--- src/rtl/register_access_pkg.sv ---
// Shared encodings for the register-access stage: operand modes, writeback
// sizes, register numbering and the captured decode payload layout.
package register_access_pkg;

    localparam logic [2:0] OP_MODRM_REG = 3'd4;
    localparam logic [2:0] OP_MODRM_RM  = 3'd5;

    typedef enum logic [2:0] {
        SIZE_8  = 3'd0,
        SIZE_16 = 3'd1,
        SIZE_32 = 3'd2
    } wb_size_e;

    localparam logic [2:0] GPR_EAX = 3'd0;
    localparam logic [2:0] GPR_ECX = 3'd1;
    localparam logic [2:0] GPR_EDX = 3'd2;
    localparam logic [2:0] GPR_EBX = 3'd3;
    localparam logic [2:0] GPR_ESP = 3'd4;
    localparam logic [2:0] GPR_EBP = 3'd5;
    localparam logic [2:0] GPR_ESI = 3'd6;
    localparam logic [2:0] GPR_EDI = 3'd7;

    localparam logic [2:0] SEG_ES = 3'd0;
    localparam logic [2:0] SEG_CS = 3'd1;
    localparam logic [2:0] SEG_SS = 3'd2;
    localparam logic [2:0] SEG_DS = 3'd3;
    localparam logic [2:0] SEG_FS = 3'd4;
    localparam logic [2:0] SEG_GS = 3'd5;

    localparam int NUM_GPR = 8;
    localparam int NUM_SEG = 6;
    localparam int NUM_MMX = 8;

    typedef struct packed {
        logic [2:0]  size;
        logic        set_d_flag;
        logic        clear_d_flag;
        logic [2:0]  op0;
        logic [2:0]  op1;
        logic [2:0]  op0_reg;
        logic [2:0]  op1_reg;
        logic [7:0]  modrm;
        logic [7:0]  sib;
        logic [47:0] imm;
        logic [31:0] disp;
        logic [3:0]  alu_op;
        logic [2:0]  flag_0;
        logic [2:0]  flag_1;
        logic [1:0]  stack_op;
        logic [2:0]  seg_override;
        logic        seg_override_valid;
        logic [31:0] pc;
        logic        branch_taken;
    } payload_t;

    // Operands addressed through ModRM take their register number from it.
    function automatic logic [2:0] resolve_op_reg(input logic [2:0] mode,
                                                  input logic [7:0] modrm,
                                                  input logic [2:0] op_reg);
        logic [2:0] result;
        result = op_reg;
        if (mode == OP_MODRM_REG) begin
            result = modrm[5:3];
        end else if (mode == OP_MODRM_RM) begin
            result = modrm[2:0];
        end
        return result;
    endfunction

endpackage

--- src/rtl/register_access_top_register_file.sv ---
// Architected GPR, segment and MMX state with independent writeback ports.
// Outputs come straight from the state registers (no write forwarding).
module register_file
    import register_access_pkg::*;
(
    input  logic                       clk,
    input  logic                       reset,
    input  logic [2:0]                 wb_reg_number,
    input  logic                       wb_reg_en,
    input  logic [2:0]                 wb_reg_size,
    input  logic [31:0]                wb_reg_data,
    input  logic [2:0]                 wb_seg_number,
    input  logic                       wb_seg_en,
    input  logic [15:0]                wb_seg_data,
    input  logic [2:0]                 wb_mmx_number,
    input  logic                       wb_mmx_en,
    input  logic [63:0]                wb_mmx_data,
    output logic [NUM_GPR-1:0][31:0]   gpr,
    output logic [NUM_SEG-1:0][15:0]   seg,
    output logic [NUM_MMX-1:0][63:0]   mmx
);

    genvar gi;

    generate
        for (gi = 0; gi < NUM_GPR; gi++) begin : g_gpr
            localparam logic [2:0] IDX     = 3'(gi);
            localparam logic [2:0] HI_IDX  = 3'(gi + 4);
            // Byte numbers 4-7 alias bits [15:8] of eax/ecx/edx/ebx.
            localparam bit HAS_HIGH_BYTE   = (gi < 4);
            logic [31:0] value_reg;
            logic [31:0] value_next;

            always_comb begin
                value_next = value_reg;
                if (wb_reg_en) begin
                    case (wb_reg_size)
                        SIZE_8: begin
                            if (HAS_HIGH_BYTE && wb_reg_number == IDX) begin
                                value_next[7:0] = wb_reg_data[7:0];
                            end
                            if (HAS_HIGH_BYTE && wb_reg_number == HI_IDX) begin
                                value_next[15:8] = wb_reg_data[7:0];
                            end
                        end
                        SIZE_16: begin
                            if (wb_reg_number == IDX) begin
                                value_next[15:0] = wb_reg_data[15:0];
                            end
                        end
                        SIZE_32: begin
                            if (wb_reg_number == IDX) begin
                                value_next = wb_reg_data;
                            end
                        end
                        default: value_next = value_reg;
                    endcase
                end
            end

            always_ff @(posedge clk or negedge reset) begin
                if (!reset) begin
                    value_reg <= '0;
                end else begin
                    value_reg <= value_next;
                end
            end

            assign gpr[gi] = value_reg;
        end

        for (gi = 0; gi < NUM_SEG; gi++) begin : g_seg
            localparam logic [2:0] IDX = 3'(gi);
            logic [15:0] value_reg;

            always_ff @(posedge clk or negedge reset) begin
                if (!reset) begin
                    value_reg <= '0;
                end else if (wb_seg_en && wb_seg_number == IDX) begin
                    value_reg <= wb_seg_data;
                end
            end

            assign seg[gi] = value_reg;
        end

        for (gi = 0; gi < NUM_MMX; gi++) begin : g_mmx
            localparam logic [2:0] IDX = 3'(gi);
            logic [63:0] value_reg;

            always_ff @(posedge clk or negedge reset) begin
                if (!reset) begin
                    value_reg <= '0;
                end else if (wb_mmx_en && wb_mmx_number == IDX) begin
                    value_reg <= wb_mmx_data;
                end
            end

            assign mmx[gi] = value_reg;
        end
    endgenerate

endmodule

--- src/rtl/register_access_top.sv ---
// Register-access stage: one-entry pipeline register carrying the decoded
// instruction, with ModRM operand-number resolution, plus the register file.
module register_access_top
    import register_access_pkg::*;
(
    input  logic        clk,
    input  logic        reset,
    input  logic        flush,
    input  logic        d_valid,
    output logic        d_ready,
    input  logic [2:0]  d_size,
    input  logic        d_set_d_flag,
    input  logic        d_clear_d_flag,
    input  logic [2:0]  d_op0,
    input  logic [2:0]  d_op1,
    input  logic [2:0]  d_op0_reg,
    input  logic [2:0]  d_op1_reg,
    input  logic [7:0]  d_modrm,
    input  logic [7:0]  d_sib,
    input  logic [47:0] d_imm,
    input  logic [31:0] d_disp,
    input  logic [3:0]  d_alu_op,
    input  logic [2:0]  d_flag_0,
    input  logic [2:0]  d_flag_1,
    input  logic [1:0]  d_stack_op,
    input  logic [2:0]  d_seg_override,
    input  logic        d_seg_override_valid,
    input  logic [31:0] d_pc,
    input  logic        d_branch_taken,
    output logic        r_valid,
    input  logic        r_ready,
    output logic [2:0]  r_size,
    output logic        r_set_d_flag,
    output logic        r_clear_d_flag,
    output logic [2:0]  r_op0,
    output logic [2:0]  r_op1,
    output logic [2:0]  r_op0_reg,
    output logic [2:0]  r_op1_reg,
    output logic [7:0]  r_modrm,
    output logic [7:0]  r_sib,
    output logic [47:0] r_imm,
    output logic [31:0] r_disp,
    output logic [3:0]  r_alu_op,
    output logic [2:0]  r_flag_0,
    output logic [2:0]  r_flag_1,
    output logic [1:0]  r_stack_op,
    output logic [2:0]  r_seg_override,
    output logic        r_seg_override_valid,
    output logic [31:0] r_pc,
    output logic        r_branch_taken,
    output logic [31:0] r_eax,
    output logic [31:0] r_ecx,
    output logic [31:0] r_edx,
    output logic [31:0] r_ebx,
    output logic [31:0] r_esp,
    output logic [31:0] r_ebp,
    output logic [31:0] r_esi,
    output logic [31:0] r_edi,
    output logic [15:0] r_cs,
    output logic [15:0] r_ds,
    output logic [15:0] r_es,
    output logic [15:0] r_fs,
    output logic [15:0] r_gs,
    output logic [15:0] r_ss,
    output logic [63:0] r_mm0,
    output logic [63:0] r_mm1,
    output logic [63:0] r_mm2,
    output logic [63:0] r_mm3,
    output logic [63:0] r_mm4,
    output logic [63:0] r_mm5,
    output logic [63:0] r_mm6,
    output logic [63:0] r_mm7,
    input  logic [2:0]  wb_reg_number,
    input  logic        wb_reg_en,
    input  logic [2:0]  wb_reg_size,
    input  logic [31:0] wb_reg_data,
    input  logic [2:0]  wb_seg_number,
    input  logic        wb_seg_en,
    input  logic [15:0] wb_seg_data,
    input  logic [2:0]  wb_mmx_number,
    input  logic        wb_mmx_en,
    input  logic [63:0] wb_mmx_data
);

    logic     r_valid_reg;
    payload_t payload_reg;
    payload_t payload_next;

    logic [NUM_GPR-1:0][31:0] gpr;
    logic [NUM_SEG-1:0][15:0] seg;
    logic [NUM_MMX-1:0][63:0] mmx;

    assign d_ready = !r_valid_reg || r_ready;

    always_comb begin
        payload_next                    = '0;
        payload_next.size               = d_size;
        payload_next.set_d_flag         = d_set_d_flag;
        payload_next.clear_d_flag       = d_clear_d_flag;
        payload_next.op0                = d_op0;
        payload_next.op1                = d_op1;
        payload_next.op0_reg            = resolve_op_reg(d_op0, d_modrm, d_op0_reg);
        payload_next.op1_reg            = resolve_op_reg(d_op1, d_modrm, d_op1_reg);
        payload_next.modrm              = d_modrm;
        payload_next.sib                = d_sib;
        payload_next.imm                = d_imm;
        payload_next.disp               = d_disp;
        payload_next.alu_op             = d_alu_op;
        payload_next.flag_0             = d_flag_0;
        payload_next.flag_1             = d_flag_1;
        payload_next.stack_op           = d_stack_op;
        payload_next.seg_override       = d_seg_override;
        payload_next.seg_override_valid = d_seg_override_valid;
        payload_next.pc                 = d_pc;
        payload_next.branch_taken       = d_branch_taken;
    end

    // Flush wins over a load; the payload only changes when a load is accepted.
    always_ff @(posedge clk or negedge reset) begin
        if (!reset) begin
            r_valid_reg <= 1'b0;
            payload_reg <= '0;
        end else if (flush) begin
            r_valid_reg <= 1'b0;
        end else if (d_valid && d_ready) begin
            r_valid_reg <= 1'b1;
            payload_reg <= payload_next;
        end else if (r_ready) begin
            r_valid_reg <= 1'b0;
        end
    end

    assign r_valid              = r_valid_reg;
    assign r_size               = payload_reg.size;
    assign r_set_d_flag         = payload_reg.set_d_flag;
    assign r_clear_d_flag       = payload_reg.clear_d_flag;
    assign r_op0                = payload_reg.op0;
    assign r_op1                = payload_reg.op1;
    assign r_op0_reg            = payload_reg.op0_reg;
    assign r_op1_reg            = payload_reg.op1_reg;
    assign r_modrm              = payload_reg.modrm;
    assign r_sib                = payload_reg.sib;
    assign r_imm                = payload_reg.imm;
    assign r_disp               = payload_reg.disp;
    assign r_alu_op             = payload_reg.alu_op;
    assign r_flag_0             = payload_reg.flag_0;
    assign r_flag_1             = payload_reg.flag_1;
    assign r_stack_op           = payload_reg.stack_op;
    assign r_seg_override       = payload_reg.seg_override;
    assign r_seg_override_valid = payload_reg.seg_override_valid;
    assign r_pc                 = payload_reg.pc;
    assign r_branch_taken       = payload_reg.branch_taken;

    register_file u_register_file (
        .clk           (clk),
        .reset         (reset),
        .wb_reg_number (wb_reg_number),
        .wb_reg_en     (wb_reg_en),
        .wb_reg_size   (wb_reg_size),
        .wb_reg_data   (wb_reg_data),
        .wb_seg_number (wb_seg_number),
        .wb_seg_en     (wb_seg_en),
        .wb_seg_data   (wb_seg_data),
        .wb_mmx_number (wb_mmx_number),
        .wb_mmx_en     (wb_mmx_en),
        .wb_mmx_data   (wb_mmx_data),
        .gpr           (gpr),
        .seg           (seg),
        .mmx           (mmx)
    );

    assign r_eax = gpr[GPR_EAX];
    assign r_ecx = gpr[GPR_ECX];
    assign r_edx = gpr[GPR_EDX];
    assign r_ebx = gpr[GPR_EBX];
    assign r_esp = gpr[GPR_ESP];
    assign r_ebp = gpr[GPR_EBP];
    assign r_esi = gpr[GPR_ESI];
    assign r_edi = gpr[GPR_EDI];

    assign r_es = seg[SEG_ES];
    assign r_cs = seg[SEG_CS];
    assign r_ss = seg[SEG_SS];
    assign r_ds = seg[SEG_DS];
    assign r_fs = seg[SEG_FS];
    assign r_gs = seg[SEG_GS];

    assign r_mm0 = mmx[0];
    assign r_mm1 = mmx[1];
    assign r_mm2 = mmx[2];
    assign r_mm3 = mmx[3];
    assign r_mm4 = mmx[4];
    assign r_mm5 = mmx[5];
    assign r_mm6 = mmx[6];
    assign r_mm7 = mmx[7];

endmodule

--- config.mk ---
export PLATFORM = sky130hd
export DESIGN_NAME = register_access_top
export DESIGN_NICKNAME = d
export VERILOG_FILES = /design/src/rtl/register_access_pkg.sv /design/src/rtl/register_access_top_register_file.sv /design/src/rtl/register_access_top.sv
export SDC_FILE = /design/constraint.sdc
export NUM_CORES = 1
export LEC_CHECK = 0
export ABC_CLOCK_PERIOD_IN_PS = 4000
export CAP_MARGIN = 20
export CORE_AREA = 2 2 510 512
export CTS_CLUSTER_DIAMETER = 60
export DETAILED_ROUTE_END_ITERATION = 8
export DIE_AREA = 0 0 512 514
export GPL_TIMING_DRIVEN = 1
export PLACE_DENSITY = 0.3
export SETUP_SLACK_MARGIN = 0.2
export SYNTH_ARGS = -nofsm -noshare
export SYNTH_HDL_FRONTEND = slang
export SYNTH_SLANG_ARGS = --single-unit
--- constraint.sdc ---
create_clock -name clk -period 4 [get_ports clk]
set_input_delay 0.6 -clock clk [delete_from_list [all_inputs] [get_ports clk]]
set_output_delay 0.6 -clock clk [all_outputs]
set_load 0.1 [all_outputs]
==> qor.csv, run 1 <==
stage,metric,value,unit
drt,wirelength,197000,um
floorplanning,core_area,258000,um^2
final_layout,share_of_final_layout_standard_cells_stronger_than_drive_strength_1,29.9,%
pwr,sequentialPowerShare,25.9,%
pwr,power_frac_clock,27.4,%
yosys,postSynthCellCount,2580,
setup_path,timing.critical_path.depth,1,
sta,rsz0062_at_grt,false,
place,gp_routability_congestion,0.763,
cts,post_cts_resized,0,
flow_run,drv_cap,0,
pwr,power.total,0.0523,W
global_routing,antenna_found_initial,63,
place,port-buffer-count,1321,
hold_path,hold_class,input port to flop,
final_layout,layout.filler_cells,27264,
sta,report.final.slew_viol_count,0,
setup_path,regToRegEndpoint,r_disp[29]$_DFFE_PN0P_,
sta,layout_worst_path_cycle_share,78.2,%
yosys,synthesis.nets,2874,
sta,layout_min_cycle_time,3.13,ns
sta,max-slew-margin-rel,20.1,%
drt,detailroute.via_count,27009,
pwr,total_leakage_power,26.2,nW
global_routing,grt_util_all_layers,14.6,%
floorplanning,die_w,512,um
place,placed_cell_area,56500,um^2
final_layout,final_core_util,24.0,%
setup_path,crit_fanout,2,
yosys,synth.lib_cells_used.distinct,33,
drt,avgRoutedWirePerCell,26.0,um
drt,drtIter0Drc,941,
setup_path,worstPathRequired,3.40,ns
final_layout,num-nets-final,4317,
drt,detail_route.vias_per_cell,3.57,
yosys,synthesis.yosys.warnings,0,
cts,cts_tree,yes,
setup_path,reg_to_reg_setup_timing_slack,1.97,ns
drt,drt_first_pass_iters,4,
setup_path,regToRegStartpoint,r_valid$_DFFE_PN0P_,
setup_path,cp-end-kind,output pin,
drt,drc_errors,0,
global_routing,grt_max_degree,90,
setup_path,timing.critical_path.from,u_register_file.g_seg[3].value_reg[11]$_DFFE_PN0P_,
final_layout,synthToLayoutAreaGrowth,61.1,%
setup_path,timing.critical_path.slowest_cell_delay,1.20,ns
yosys,netlist.area_leader.share,66.8,%
sta,fin_skew,0.0376,ns
floorplanning,initial_utilization,14.9,%
sta,final-setup-viol-count,0,
yosys,synth-seq-area-share,66.8,%
cts,cts.sinks,1027,
floorplanning,count_of_boundary_i_o_pins,1322,
setup_path,setup.worst_path.start_class,flop,
pwr,power_frac_comb,46.6,%
floorplanning,die_y,514,um
final_layout,final_area,62000,um^2
setup_path,critical_path.top_delay_family,buffers and inverters,
final_layout,layout.cells.most_common_list,"clkdlybuf4s50_1 (1289), dfrtp_1 (1027), mux2_2 (858), nand2_1 (492), clkbuf_16 (156)",
pwr,internal-power,0.0265,W
hold_path,hp-start,d_pc[14],
sta,max_slew.worst_pin.slew,1.19,ns
pwr,switching_share,49.3,%
yosys,syn_area,38500,um^2
cts,cts-root-buf,clkbuf_16,
sta,tns,0,ns
run_status,status,"finished, final reports clean",
place,dp.cells,7267,
setup_path,endpoint,r_ds[11],
yosys,synth_top_area_cell,dfrtp_1,
floorplanning,std_cell_rows,187,
global_routing,number_of_global_route_vias_before_repair,28451,
cts,cts_max_level,4,
place,detailedPlacementHpwl,147000,um
sta,report.final.hold_viol_count,0,
cts,cts_made_buffers,154,
pwr,vdd_drop_max,0.401,mV
pwr,power_switching,0.0258,W
cts,cts_buffer_depth,3,
drt,antenna_violating_nets_post_route,0,
final_layout,largest_register_ff_count,512,
yosys,avgSynthCellArea,14.9,um^2
final_layout,layout_commonest_cell,clkdlybuf4s50_1,
global_routing,grt_first_pass_wirelength,266000,um
floorplanning,floorplan.die_area,263000,um^2
final_layout,stdcell_count,7572,
setup_path,cp_slowest_cell,clkdlybuf4s50_1,
yosys,ys_ff_latch,1027,
cts,cts.reportedPaths.clkPinSlew,0.06,ns
setup_path,worst-endpoint-arrival,2.53,ns
setup_path,r2r.worst_path.cells,6,
pwr,pwr_density,844,nW/um^2
setup_path,crit_path_cell_trace,clkdlybuf4s50_1,
global_routing,grt_remaining_overflow,0,
yosys,ys_top_cells_by_area,"dfrtp_1 (67%), mux2_2 (25%), nand2_1 (4.8%), buf_2 (0.75%), clkbuf_1 (0.49%)",
setup_path,worst-path-buf-inv,1,
sta,max_freq,320,MHz
setup_path,setup.worst_path.class,flop to output pin,
cts,clock_insertion_delay_worst_skew,0.80,ns
-- what timing repair did --
item | CTS | global route
hold endpoints to repair | 33 | 0
hold buffers | 1 | 0
buffers inserted | 0 | 0
-- cell type report --
type                            count  area (um^2)  area share (%)
Sequential cell                  1027        25700            41.5
Multi-Input combinational cell   1438        12300            19.8
Timing Repair Buffer             1401        14300            23.0
Tap cell                         3402         4260            6.87
Inverter                            1         3.75         0.00606
Antenna cell                       24         60.1          0.0969
Clock buffer                      224         4500            7.26
Clock inverter                     55          892            1.44
-- worst min-delay path, stage by stage --
cell,delay (ns)
clkdlybuf4s50_1,0.40
nand2_1,0.05
nand2_1,0.04
-- power by group through the flow --
stage | registers [W] | clock network, W | logic [W]
CTS | 0.0136 | 0.0150 | 0.0247
global route | 0.0139 | 0.0154 | 0.0249
finish | 0.0136 | 0.0143 | 0.0244
floorplan | 0.0290 | 0 | 0.00202
global placement | 0.0137 | 0 | 0.0246
detailed placement | 0.0137 | 0 | 0.0246
-- routing by layer --
metal	share of wire (%)	track usage (%)	vias to the layer above
met1	40	17.0	13911
met4	1.9	3.20	48
li1	-	-	11792
met5	0.16	0	-
met2	48	24.4	1023
met3	10	6.88	235
-- kinds of logic (layout without fill, tap and decap cells) --
| family | Yosys count | after routing | synth area share [%] |
|---|---|---|---|
| simple gates | 544 | 544 | 5.80 |
| compound gates | 15 | 15 | 0.328 |
| mux | 878 | 878 | 25.7 |
| buf+inv | 115 | 1681 | 1.36 |
| flops | 1027 | 1027 | 66.8 |
| xor+xnor | 1 | 1 | 0.0423 |
| other cells | 0 | 24 | 0 |
-- through the flow --
stage,setup WS [ns],hold WS (ns)
2_1_floorplan,1.29,0.304
3_3_place_gp,0.937,0.457
3_5_place_dp,0.938,0.462
4_1_cts,0.718,0.197
5_1_grt,0.771,0.253
6_report,0.870,0.323
-- worst min-delay path by stage --
stage                              endpoint  cells past startpoint
finish                 r_pc[14]$_DFFE_PN0P_                      3
CTS                     r_pc[7]$_DFFE_PN0P_                      3
floorplan           r_alu_op[0]$_DFFE_PN0P_                      0
global placement      r_disp[5]$_DFFE_PN0P_                      2
detailed placement  r_flag_0[1]$_DFFE_PN0P_                      2
global route          r_disp[5]$_DFFE_PN0P_                      3
-- Yosys cell counts --
library cell and count:
nand2_1 492, nor2b_1 5, buf_6 1, nor2_2 8, nand4b_1 4, or2_1 1, nor3_1 4, nor3b_2 1
inv_1 1, nand3b_1 5, mux2i_1 6, clkbuf_1 50, nor3b_1 6, nand2b_4 1, nor2b_4 1, mux2_1 14
nand2b_1 2, nor2_1 3, mux2_2 858, nand4_1 1, buf_4 3, buf_1 2, nand3_1 2, o21ai_0 12
nor3_2 4, nor3_4 1, a221oi_4 1, dfrtp_1 1027, xnor2_2 1, and3b_1 2, buf_2 58, a211oi_4 2
and2_0 1
No activity file was read; power rests on OpenSTA's default activity.
==> run 2: changes to the inputs <==
--- a/config.mk
+++ b/config.mk
@@ -5,14 +5,14 @@
 export SDC_FILE = /design/constraint.sdc
 export NUM_CORES = 1
 export LEC_CHECK = 0
-export ABC_CLOCK_PERIOD_IN_PS = 4000
+export ABC_CLOCK_PERIOD_IN_PS = 2700
 export CAP_MARGIN = 20
 export CORE_AREA = 2 2 510 512
 export CTS_CLUSTER_DIAMETER = 60
 export DETAILED_ROUTE_END_ITERATION = 8
 export DIE_AREA = 0 0 512 514
 export GPL_TIMING_DRIVEN = 1
-export PLACE_DENSITY = 0.3
+export PLACE_DENSITY = 0.31
 export SETUP_SLACK_MARGIN = 0.2
 export SYNTH_ARGS = -nofsm -noshare
 export SYNTH_HDL_FRONTEND = slang
==> constraint.sdc (replaced) <==
create_clock -name clk -period 2.7 [get_ports clk]
set_input_delay 0.405 -clock clk [delete_from_list [all_inputs] [get_ports clk]]
set_output_delay 0.405 -clock clk [all_outputs]
set_load 0.1 [all_outputs]
==> run 2 against run 1 <==
Clock power increased by 41%. Final cell count up 0.85%. Utilization is 0.74 points lower. First-iteration DRC count rose by 13%. Register-to-register slack got worse by 1.1 ns. Setup slack got worse by 0.40 ns. Clock skew down 0.0018 ns. Critical endpoint is now d_ready. Largest cell class unchanged. Largest power group unchanged.
==> qor.csv, run 2 (same netlist as run 1, synthesis figures left out) <==
stage,metric,value,unit,change
floorplanning,std_cell_rows,187,,unchanged
global_routing,antenna_found_initial,64,,+1.6%
setup_path,worst-path-buf-inv,2,,+1
cts,post_cts_buffers,0,,unchanged
sta,report.final.slew_viol_count,0,,unchanged
final_layout,largest_register_ff_count,512,,unchanged
flow_run,drv_cap,0,,unchanged
final_layout,layout.cells.most_common_list,"buf_4 (1126), dfrtp_1 (1026), mux2_2 (858), nand2_1 (492), clkdlybuf4s50_1 (292)",,
setup_path,worst-endpoint-arrival,1.83,ns,-0.70 ns
cts,cts_made_buffers,150,,-2.6%
hold_path,hold_class,input port to flop,,
sta,layout_min_cycle_time,2.23,ns,
floorplanning,count_of_boundary_i_o_pins,1322,,unchanged
final_layout,final_area,60100,um^2,-3.1%
sta,final-setup-viol-count,0,,unchanged
setup_path,r2r.worst_path.cells,7,,+1
pwr,power.total,0.0752,W,+44%
setup_path,cp_slowest_cell,dfrtp_2,,
pwr,total_leakage_power,27.7,nW,+5.9%
drt,detail_route.vias_per_cell,3.58,,+0.24%
final_layout,num-nets-final,4397,,+1.9%
sta,max_slew.worst_pin.slew,0.931,ns,-0.264 ns
setup_path,timing.critical_path.slowest_cell_delay,0.35,ns,-0.85 ns
sta,report.final.hold_viol_count,0,,unchanged
setup_path,crit_fanout,3,,+1
drt,wirelength,196000,um,-0.68%
drt,avgRoutedWirePerCell,25.6,um,-1.5%
place,placed_cell_area,54900,um^2,-2.7%
sta,layout_worst_path_cycle_share,82.7,%,
cts,cts_tree,yes,,
floorplanning,initial_utilization,14.9,%,unchanged
final_layout,seqCellArea,25700,um^2,about the same
floorplanning,floorplan.die_area,263000,um^2,unchanged
cts,clock_insertion_delay_worst_skew,0.77,ns,-0.03 ns
cts,cts.sinks,1027,,unchanged
setup_path,critical_path.top_delay_family,buffers and inverters,,
floorplanning,core_area,258000,um^2,unchanged
setup_path,crit_path_cell_trace,nor2b_1 -> inv_1 -> buf_12,,
global_routing,number_of_global_route_vias_before_repair,29041,,+2.1%
global_routing,grt_remaining_overflow,0,,unchanged
floorplanning,die_y,514,um,unchanged
hold_path,holdPathStages,3,,unchanged
floorplanning,die_w,512,um,unchanged
global_routing,grt_first_pass_wirelength,265000,um,-0.54%
final_layout,multi_input_area,12300,um^2,about the same
sta,fin_skew,0.0358,ns,-0.00183 ns
final_layout,synthToLayoutAreaGrowth,56.1,%,
pwr,pwr_density,1250,nW/um^2,+48%
setup_path,setup.worst_path.start_class,flop,,
cts,cts_max_level,4,,unchanged
final_layout,share_of_final_layout_standard_cells_stronger_than_drive_strength_1,54.8,%,+25 points
drt,detailroute.via_count,27302,,+1.1%
sta,max_freq,448,MHz,
pwr,vdd_drop_max,0.542,mV,+35%
setup_path,setup.worst_path.class,flop to output pin,,
setup_path,cp-end-kind,output pin,,
final_layout,layout_commonest_cell,buf_4,,
place,port-buffer-count,1321,,unchanged
drt,drc_errors,0,,unchanged
sta,rsz0062_at_grt,false,,
drt,drt_first_pass_iters,4,,unchanged
cts,cts_buffer_depth,3,,unchanged
drt,antenna_violating_nets_post_route,0,,unchanged
sta,tns,0,ns,unchanged
setup_path,timing.critical_path.depth,3,,+2
place,gp_routability_congestion,0.767,,+0.50%
drt,drtIter0Drc,1066,,+13%
cts,cts-root-buf,clkbuf_16,,
global_routing,grt_util_all_layers,14.5,%,-0.15 points
global_routing,grt_max_degree,68,,-24%
place,detailedPlacementHpwl,150000,um,+2.0%
sta,max-slew-margin-rel,37.9,%,+18 points
run_status,status,"finished, final reports clean",,
cts,cts.reportedPaths.clkPinSlew,0.05,ns,about the same
setup_path,worstPathRequired,2.30,ns,-1.10 ns
final_layout,layout.filler_cells,27558,,+1.1%
-- run 2: changes by cell type in the layout (fill, tap and decap cells not counted), sizes merged --
cell / delta
clkinvlp: +2
inv: +2
bufinv: -8
diode: -9
buf: +1081
clkbuf: -9
clkdlybuf4s50: -997
clkinv: +2
-- run 2: routing by layer --
layer	GRT usage [%]	vias to the layer above	share of wire (%)
met5	0	-	0.17
met4	4.37	52	3.1
met3	6.31	290	9.6
met2	24.0	1072	47
met1	16.8	13937	40
li1	-	11951	-
-- run 2: per-stage QoR --
stage / setup WS [ns] / hold WS [ns] / util (%) / std cells
finish: 0.468 / 0.158 / 23.3 / 7636
global route: 0.272 / 0.0886 / 23.3 / 7623
CTS: 0.340 / 0.0594 / 23.3 / 7621
detailed placement: 0.0417 / 0.464 / 21.3 / 7352
global placement: 0.0313 / 0.460 / 21.3 / 7352
floorplan: 0.256 / 0.109 / - / 2580
-- run 2: path summary, 6_finish.rpt --
kind | from | endpoint | slack [ns]
max | r_valid$_DFFE_PN0P_ | d_ready | 0.47
min | d_pc[17] | r_pc[17]$_DFFE_PN0P_ | 0.16
max reg2reg | r_valid$_DFFE_PN0P_ | r_op1_reg[0]$_DFFE_PN0P_ | 0.84
min reg2reg | r_pc[18]$_DFFE_PN0P_ | r_pc[18]$_DFFE_PN0P_ | 0.47
max in group asynchronous | reset | u_register_file.g_mmx[2].value_reg[33]$_DFFE_PN0P_ | 1.31
min in group asynchronous | reset | u_register_file.g_gpr[1].value_reg[4]$_DFFE_PN0P_ | 0.28
-- run 2: final cells by class --
type	instances	share of cell area, %
antenna	15	0.0625
clock buffer	215	7.25
clock inverter	53	1.21
inverter	1	0.00625
multi-input combinational	1438	20.5
sequential	1027	42.8
tap	3402	7.09
timing repair buffer	1485	21.1
-- run 2: where the power goes --
group,internal (W),leakage [nW],switching (W)
logic,0.00664,12.7,0.0283
registers,0.0185,12.6,0.00168
clock network,0.0120,2.47,0.00808
-- run 2: worst reg2reg max path, cell delays in order, from the launching register on --
cell and delay, ns:
dfrtp_2 0.35, nor2b_1 0.33, inv_1 0.16, nand3b_1 0.23
buf_12 0.26, buf_4 0.28, nand2_1 0.07, o21ai_0 0.06
-- run 2: repair_timing --
item	CTS	global route
hold buffers	1	0
hold endpoints to repair	6	0
gates resized for setup	0	0
==> run 3: changes to the inputs <==
--- a/config.mk
+++ b/config.mk
@@ -5,14 +5,14 @@
 export SDC_FILE = /design/constraint.sdc
 export NUM_CORES = 1
 export LEC_CHECK = 0
-export ABC_CLOCK_PERIOD_IN_PS = 2700
+export ABC_CLOCK_PERIOD_IN_PS = 2100
 export CAP_MARGIN = 20
-export CORE_AREA = 2 2 510 512
+export CORE_AREA = 2 2 511 513
 export CTS_CLUSTER_DIAMETER = 60
 export DETAILED_ROUTE_END_ITERATION = 8
-export DIE_AREA = 0 0 512 514
+export DIE_AREA = 0 0 513 515
 export GPL_TIMING_DRIVEN = 1
-export PLACE_DENSITY = 0.31
+export PLACE_DENSITY = 0.3
 export SETUP_SLACK_MARGIN = 0.2
 export SYNTH_ARGS = -nofsm -noshare
 export SYNTH_HDL_FRONTEND = slang
==> constraint.sdc (replaced) <==
create_clock -name clk -period 2.1 [get_ports clk]
set_input_delay 0.315 -clock clk [delete_from_list [all_inputs] [get_ports clk]]
set_output_delay 0.315 -clock clk [all_outputs]
set_load 0.1 [all_outputs]
==> run 3 against run 2 <==
First-iteration DRC count shrank 0.75%. Flip-flop and latch count is the same. Combinational power is 31% higher. Largest cell class unchanged. Clock-buffer cell count rose by 4. Global-route usage up 0.13 points. Largest power group unchanged. Hold slack worse by 0.057 ns. Clock skew shrank 0.0014 ns. Utilization up 1.0 points. Critical endpoint unchanged. Critical path depth did not move. Sequential power up 29%.
==> qor.csv, run 3 (same netlist as run 1, synthesis figures left out) <==
stage,metric,value,unit,change
pwr,vdd_drop_max,0.711,mV,+31%
final_layout,layout.cells.most_common_list,"buf_4 (1026), dfrtp_1 (1019), mux2_2 (858), nand2_1 (492), clkdlybuf4s50_1 (292)",,
hold_path,hp-start,d_imm[27],,
sta,max-slew-margin-rel,50.4,%,+13 points
drt,detailroute.via_count,27962,,+2.4%
drt,wirelength,197000,um,+0.94%
final_layout,largest_register_ff_count,512,,unchanged
cts,cts.sinks,1027,,unchanged
setup_path,cp-end-kind,output pin,,
floorplanning,count_of_boundary_i_o_pins,1322,,unchanged
hold_path,hold_class,input port to flop,,
place,pre_cts_slack,-0.395,ns,-0.436 ns
setup_path,regToRegStartpoint,r_valid$_DFFE_PN0P_,,
sta,layout_min_cycle_time,2.02,ns,
flow_run,drv_cap,0,,unchanged
place,gp_routability_congestion,0.776,,+1.1%
sta,setup_ws,0.0838,ns,-0.384 ns
place,detailedPlacementHpwl,154000,um,+2.8%
global_routing,number_of_global_route_vias_before_repair,29812,,+2.7%
setup_path,worstPathRequired,1.78,ns,-0.52 ns
sta,rsz0062_at_grt,true,,
global_routing,antenna_found_initial,52,,-19%
setup_path,critical_path.top_delay_family,flip-flops,,
setup_path,crit_fanout,2,,-1
final_layout,layout_commonest_cell,buf_4,,
drt,drt_first_pass_iters,5,,+1
drt,antenna_violating_nets_post_route,0,,unchanged
final_layout,num-nets-final,4575,,+4.0%
sta,layout_worst_path_cycle_share,96.0,%,
setup_path,worst-endpoint-arrival,1.70,ns,-0.13 ns
setup_path,timing.critical_path.from,r_valid$_DFFE_PN0P_,,
drt,avgRoutedWirePerCell,25.2,um,-1.5%
setup_path,setup.worst_path.class,flop to output pin,,
setup_path,timing.critical_path.slowest_cell_delay,0.40,ns,+0.05 ns
setup_path,cp_slowest_cell,dfrtp_4,,
setup_path,setup.worst_path.start_class,flop,,
final_layout,share_of_final_layout_standard_cells_stronger_than_drive_strength_1,54.8,%,-0.093 points
sta,hold_ws,0.101,ns,-0.0566 ns
cts,cts.reportedPaths.clkPinSlew,0.06,ns,about the same
cts,cts_tree,yes,,
drt,drtIter0Drc,1058,,-0.75%
floorplanning,die_w,513,um,+0.20%
cts,cts-root-buf,clkbuf_16,,
floorplanning,std_cell_rows,187,,unchanged
cts,cts_buffer_depth,3,,unchanged
run_status,status,"finished, final reports clean",,
global_routing,grt_remaining_overflow,0,,unchanged
drt,detail_route.vias_per_cell,3.57,,about the same
global_routing,grt_first_pass_wirelength,269000,um,+1.6%
cts,cts_made_buffers,155,,+3.3%
cts,clock_insertion_delay_worst_skew,0.79,ns,+0.02 ns
floorplanning,core_area,259000,um^2,+0.18%
final_layout,final_area,62800,um^2,+4.6%
sta,max_slew.worst_pin.slew,0.742,ns,-0.189 ns
drt,drc_errors,0,,unchanged
sta,report.final.slew_viol_count,0,,unchanged
place,port-buffer-count,1321,,unchanged
setup_path,crit_path_cell_trace,nor2b_4 -> clkinvlp_4 -> buf_12,,
pwr,power.total,0.0989,W,+32%
floorplanning,initial_utilization,14.9,%,-0.027 points
setup_path,worst-path-buf-inv,2,,unchanged
sta,report.final.hold_viol_count,0,,unchanged
global_routing,grt_util_all_layers,14.6,%,+0.13 points
sta,max_freq,496,MHz,
sta,final-setup-viol-count,0,,unchanged
sta,fin_skew,0.0344,ns,-0.00139 ns
place,placed_cell_area,55700,um^2,+1.5%
cts,cts_max_level,4,,unchanged
floorplanning,floorplan.die_area,264000,um^2,+0.39%
global_routing,grt_max_degree,85,,+25%
pwr,pwr_density,1570,nW/um^2,+26%
final_layout,synthToLayoutAreaGrowth,63.3,%,
floorplanning,die_y,515,um,+0.19%
pwr,total_leakage_power,29.0,nW,+4.4%
-- run 3: cell count changes in the layout (fill, tap and decap cells not counted), sizes merged --
| cell | change |
|---|---|
| dlygate4sd3 | +99 |
| buf | +74 |
| bufinv | +6 |
| clkinv | +5 |
| clkbuf | +4 |
-- run 3: area by class of cell --
type / instances / area [um^2]
fillers: 27321 / 196000
flip-flops and latches: 1027 / 25700
repair buffers: 1658 / 15100
multi-input cells: 1438 / 12300
clock buffers: 219 / 4540
well taps: 3402 / 4260
clock inverters: 64 / 840
diodes: 15 / 37.5
inverters: 1 / 7.51
-- run 3: power by group --
part	internal [W]	total (W)	leakage, nW	switching (W)
clock network	0.0167	0.0272	2.63	0.0105
logic	0.00920	0.0457	13.7	0.0364
registers	0.0238	0.0261	12.6	0.00229
-- run 3: final timing paths --
kind | slack [ns] | endpoint | depth (start not counted)
worst min register to register | 0.46 | r_modrm[0]$_DFFE_PN0P_ | 2
worst min-delay path | 0.10 | r_imm[27]$_DFFE_PN0P_ | 3
worst max register to register | 0.37 | r_imm[44]$_DFFE_PN0P_ | 8
min in group asynchronous | 0.16 | u_register_file.g_mmx[5].value_reg[23]$_DFFE_PN0P_ | 3
max in group asynchronous | 0.88 | u_register_file.g_seg[5].value_reg[3]$_DFFE_PN0P_ | 3
worst max-delay path | 0.08 | d_ready | 3
-- run 3: through the flow --
stage	instances	util, %	TNS (ns)
2_1_floorplan	2580	-	-17.69
3_3_place_gp	7423	21.6	-66.42
3_5_place_dp	7423	21.6	-61.58
4_1_cts	7809	24.3	-0.0374
5_1_grt	7812	24.3	-0.0317
6_report	7824	24.3	0
-- run 3: worst min-delay path: cells and delay by family --
| kind | cells | cell delay [ns] |
|---|---|---|
| buf+inv | 1 | 0.40 |
| simple gates | 2 | 0.14 |
-- run 3: metal layers --
layer / vias to the layer above / routed length, um / global-route usage [%]
met2: 1010 / 97300 / 25.0
li1: 12334 / - / -
met4: 44 / 4290 / 3.59
met5: - / 283 / 0
met1: 14326 / 78000 / 16.9
met3: 248 / 17600 / 5.93
-- run 3: timing repair --
| item | in CTS | in global routing |
|---|---|---|
| setup buffers | 3 | 0 |
| resized for setup | 176 | 1 |
| gates cloned | 0 | 0 |
| hold buffers | 100 | 0 |
| endpoints found under the setup margin | 153 | 3 |
| hold endpoints to repair | 693 | 0 |
